[src/rtl/store_drain_buffer.sv]
// In-order store buffer that retires committed stores to the data-memory write port
// and supports a fence/drain sequence. Store-to-load forwarding is built when STORE_FWD_EN is defined.
//
// state | meaning
// ------+---------------------------------------------------------------
// RUN   | normal operation, stores accepted while not full
// DRAIN | fence pending, stores blocked until the buffer is empty
// DONE  | buffer drained, fence_done high for this single cycle
module store_drain_buffer #(
  parameter int ADDR_WIDTH = 30,
  parameter int DATA_WIDTH = 32,
  parameter int DEPTH      = 4
) (
  input  logic                         clk,
  input  logic                         rst,
  input  logic                         st_valid,
  output logic                         st_ready,
  input  logic [ADDR_WIDTH-1:0]        st_addr,
  input  logic [DATA_WIDTH-1:0]        st_data,
  input  logic [DATA_WIDTH/8-1:0]      st_be,
  output logic                         mem_wr_req,
  output logic [ADDR_WIDTH-1:0]        mem_wr_addr,
  output logic [DATA_WIDTH-1:0]        mem_wr_data,
  output logic [DATA_WIDTH/8-1:0]      mem_wr_be,
  input  logic                         mem_wr_ack,
  input  logic                         fence_req,
  output logic                         fence_done,
  input  logic                         ld_valid,
  input  logic [ADDR_WIDTH-1:0]        ld_addr,
  output logic [DATA_WIDTH/8-1:0]      ld_fwd_be,
  output logic [DATA_WIDTH-1:0]        ld_fwd_data,
  output logic [$clog2(DEPTH+1)-1:0]   count
);

  localparam int BW = DATA_WIDTH / 8;
  localparam int PW = $clog2(DEPTH);
  localparam int CW = $clog2(DEPTH + 1);
  localparam logic [CW-1:0] DEPTH_C = CW'(DEPTH);

  typedef enum logic [1:0] {
    S_RUN   = 2'd0,
    S_DRAIN = 2'd1,
    S_DONE  = 2'd2
  } state_t;

  state_t state;
  logic   rdy_en;

  logic [PW-1:0]         head;
  logic [PW-1:0]         tail;
  logic [ADDR_WIDTH-1:0] addr_mem [DEPTH];
  logic [DATA_WIDTH-1:0] data_mem [DEPTH];
  logic [BW-1:0]         be_mem   [DEPTH];

  logic push;
  logic pop;

  // rdy_en keeps st_ready low until the first edge after reset release.
  assign st_ready = rdy_en & (count < DEPTH_C) & (state == S_RUN);
  assign push     = st_valid & st_ready;

  assign mem_wr_req  = (count != '0);
  assign mem_wr_addr = addr_mem[head];
  assign mem_wr_data = data_mem[head];
  assign mem_wr_be   = be_mem[head];
  assign pop         = mem_wr_req & mem_wr_ack;

  always_ff @(posedge clk or negedge rst) begin
    if (!rst) begin
      head  <= '0;
      tail  <= '0;
      count <= '0;
    end else begin
      if (push) tail <= tail + PW'(1);
      if (pop)  head <= head + PW'(1);
      case ({push, pop})
        2'b10:   count <= count + CW'(1);
        2'b01:   count <= count - CW'(1);
        default: count <= count;
      endcase
    end
  end

  // Entry contents need no reset; occupancy is tracked by count alone.
  always_ff @(posedge clk) begin
    if (push) begin
      addr_mem[tail] <= st_addr;
      data_mem[tail] <= st_data;
      be_mem[tail]   <= st_be;
    end
  end

  always_ff @(posedge clk or negedge rst) begin
    if (!rst) begin
      state      <= S_RUN;
      fence_done <= 1'b0;
      rdy_en     <= 1'b0;
    end else begin
      rdy_en     <= 1'b1;
      fence_done <= 1'b0;
      case (state)
        S_RUN: begin
          // A store accepted alongside the fence must still be drained.
          if (fence_req) begin
            if ((count == '0) && !push) begin
              state      <= S_DONE;
              fence_done <= 1'b1;
            end else begin
              state <= S_DRAIN;
            end
          end
        end
        S_DRAIN: begin
          if (count == '0) begin
            state      <= S_DONE;
            fence_done <= 1'b1;
          end
        end
        S_DONE:  state <= S_RUN;
        default: state <= S_RUN;
      endcase
    end
  end

`ifdef STORE_FWD_EN
  // Walk entries oldest to youngest so younger matches overwrite per byte.
  always_comb begin
    ld_fwd_be   = '0;
    ld_fwd_data = '0;
    if (ld_valid) begin
      for (int off = 0; off < DEPTH; off++) begin
        if ((CW'(off) < count) && (addr_mem[head + PW'(off)] == ld_addr)) begin
          for (int b = 0; b < BW; b++) begin
            if (be_mem[head + PW'(off)][b]) begin
              ld_fwd_be[b]         = 1'b1;
              ld_fwd_data[8*b +: 8] = data_mem[head + PW'(off)][8*b +: 8];
            end
          end
        end
      end
    end
  end
`else
  logic ld_unused;
  assign ld_unused   = ^{ld_valid, ld_addr};
  assign ld_fwd_be   = '0;
  assign ld_fwd_data = '0;
`endif

endmodule

[config.mk]
export PLATFORM = sky130hd
export DESIGN_NAME = store_drain_buffer
export DESIGN_NICKNAME = d
export VERILOG_FILES = /design/src/rtl/store_drain_buffer.sv
export SDC_FILE = /design/constraint.sdc
export NUM_CORES = 1
export LEC_CHECK = 0
export CELL_PAD_IN_SITES_DETAIL_PLACEMENT = 0
export CELL_PAD_IN_SITES_GLOBAL_PLACEMENT = 1
export CORE_MARGIN = 5
export CORE_UTILIZATION = 29
export DETAILED_ROUTE_END_ITERATION = 16
export PLACE_DENSITY = 0.62
export SYNTH_ARGS = -nofsm -noshare
export SYNTH_HDL_FRONTEND = slang
export SYNTH_SLANG_ARGS = --single-unit
[constraint.sdc]
create_clock -name clk -period 2.8 [get_ports clk]
set_clock_uncertainty 0.05 [all_clocks]
set_input_delay 0.28 -clock clk [delete_from_list [all_inputs] [get_ports clk]]
set_output_delay 0.28 -clock clk [all_outputs]
set_load 0.02 [all_outputs]
==> impl_results.md <==
* Area grow syn2layout at 28.9%
* Lkg Pwr at 4.73 nW
* Die height at around 200 um
* Max Fclk at roughly 370 MHz
* Critical Path Start Type: flop
* Reg2reg setup slack at 0.70 ns
* Post-DP Area at 12300 um2
* Hold Fails Final Rpt at 0
* Final period util at 96.0%
* H-Tree Depth at 1
* Worst-Skew Late Latency at 0.54 ns
* Critical path class: flop to output port
* CP arrival at 2.36 ns
* Width of the die at about 200 um
* Compound-Gate Fraction of Synth Area at 0.169%
* RR Endpoint: count[2]
* Grt total ovfl at 0
* Simple-gate share of the synthesized area at 0.951%
* Min Hold Slack at ~0.039 ns
* Final ANT Viol Nets at 0
* Worst-path clk slew at 0.06 ns
* Synth unique cells at 26
* Worst R2R Start: count[2]
* Worst path required time at roughly 2.5 ns
* Sequential-to-total area share from yosys stat at 79.0%
* RePlAce Congestion at 0.684
* # nets final at 710
* HP Class: input pin to asynchronous set/reset pin
* CTS max path bufs at 3
* Avg Inst Size Synth at 24.1 um2
* Main combinational cell family by area after synthesis: multiplexers
* Tot GR Track Use at 10.0%
* ANT cells at 0
* Commonest cells after routing, fill and taps aside: edfxtp_1, clkdlybuf4s50_1, mux4_2, dlymetal6s2s_1, conb_1
* Max Cap Viol at 0
* Detailed Routing Iterations Pass 1 at 4
* Initial antenna violation count at 0
* Warnings, synthesis at 0
* Site Rows at 69
* Largest net degree at the start of global routing at 67
* Synth Cell Area at 10400 um2
* Via-per-instance ratio at 4.31
* R2R depth at 8
* Finish-stage setup viols at 0
* Max-slew violations at 0
* Initial Util at 29.3%
* RSZ-0062 raised after global routing: false
* Final routed DRC violation total at 0
* Sum Neg Setup Slack at 0 ns
* Total CTS buffers at 30
* Share of layout cells above drive strength 1 at 21.2%
* Vias in the first global route at 5223
* Port Buffer Count at 142
* Sink Count at 275
* XOR/XNOR share of the synthesized area at 0.506%
* Area of the core at 35500 um2
* Vias at 4672
* Slew HR at roughly 64%
* CTS Hold Bufs at 0
* Design area at roughly 13000 um2
* Commonest non-fill, non-tap cell in the layout: edfxtp_1
* # IOs at 210
* CTS tree: yes
* Crit Path Max Fanout at 33
* Fraction of synthesized area in multiplexers at 14.4%
* Pwr dens at 931 nW/um2
* Synth Area in Adders at 0.795%
* Post-DP HPWL at 11800 um
* WL final at 20500 um
* CTS root buf: clkbuf_16
* Tmin final at 2.69 ns
* Drt wl/cell at 18.9 um
* Cells after synthesis at 431
* First-pass GRT wire length at 30600 um
* CP Capture Type: output port
* Max VDD drop at 0.509 mV
* Yosys reg bits at between 200 and 300
* Measured slew at the worst slew-check pin at 0.542 ns
* Finished Core Util at 37.7%
* Initial DRC Count at 166
* Status: finished clean
* Die area at 39700 um2
-- cell families after synthesis --
family,after synthesis
compound gates,3
xor+xnor,6
fa+ha+maj,6
buf+inv,58
flops,275
mux,67
other cells,2
simple gates,14
-- area by class of cell --
cell class / instances / area [um2]
fillers: 3217 / 22100
flip-flops and latches: 275 / 8210
multi-input cells: 133 / 1910
repair buffers: 156 / 1710
clock buffers: 35 / 791
well taps: 461 / 577
clock inverters: 17 / 165
inverters: 6 / 22.5
-- worst max path at each step --
stage | start | endpoint | slack, ns | cells past startpoint
2_1_floorplan | count[2] | addr_mem[0][0] | 0.30 | 2
3_3_place_gp | head[1] | mem_wr_addr[0] | 0.48 | 3
3_5_place_dp | head[1] | mem_wr_addr[0] | 0.47 | 3
4_1_cts | head[0] | mem_wr_addr[9] | -0.05 | 3
5_1_grt | head[0] | mem_wr_data[22] | 0.006 | 3
6_report | head[0] | mem_wr_data[22] | 0.11 | 3
-- worst max-delay path: stages, from the launching register on --
cell             delay [ns]
dfrtp_4                0.46
buf_16                 0.27
mux4_2                 0.53
clkdlybuf4s50_1        0.55
-- power by group --
group	leakage [nW]	switching (W)	internal (W)	total, W
logic	1.75	0.00196	0.00189	0.00385
registers	2.50	0.000113	0.00473	0.00484
clock network	0.473	0.00150	0.00228	0.00378
total	4.73	0.00357	0.00889	0.0125
-- Yosys cell counts (all sizes together) --
cell type / count / area [um2]
a21oi: 1 / 5.00
mux2i: 1 / 10.0
o21bai: 1 / 7.51
nor4b: 1 / 23.8
inv: 6 / 22.5
nor2: 2 / 7.51
edfxtp: 264 / 7930
conb: 2 / 7.51
or3: 1 / 6.26
xor2: 3 / 26.3
ha: 5 / 62.6
and2: 2 / 16.3
xnor2: 3 / 26.3
dfrtp: 11 / 275
buf: 52 / 408
nor3: 2 / 10.0
mux4: 66 / 1490
o21ai: 1 / 5.00
nand3: 2 / 10.0
fa: 1 / 20.0
and3: 4 / 25.0
-- registers in the layout, summed over array words and instances (netlist names) --
name	count
addr_mem	120
be_mem	16
count	3
data_mem	128
fence_done	1
head	2
rdy_en	1
state	2
tail	2
-- through the flow --
stage,instances,total power [W],worst slack (ns)
6_report,1083,0.0125,0.111
5_1_grt,1083,0.0131,0.00593
2_1_floorplan,466,0.00742,0.301
3_5_place_dp,1028,0.00902,0.472
3_3_place_gp,1028,0.00899,0.482
4_1_cts,1083,0.0128,-0.0490
-- per-layer routing --
layer  vias to the layer above  track usage [%]  share of wire, %
met5                         -                0                 0
met4                         0             2.74               2.1
met3                        31             2.66               6.2
met2                       123             17.3                52
met1                      2459             12.5                40
li1                       2059                -                 -
-- repair_timing --
| action | in CTS | in global routing |
|---|---|---|
| resized for setup | 26 | 41 |
| setup endpoints to repair | 61 | 41 |
| pin swaps | 0 | 0 |
| buffers inserted | 3 | 0 |
Power figures use the tool's default switching activity.
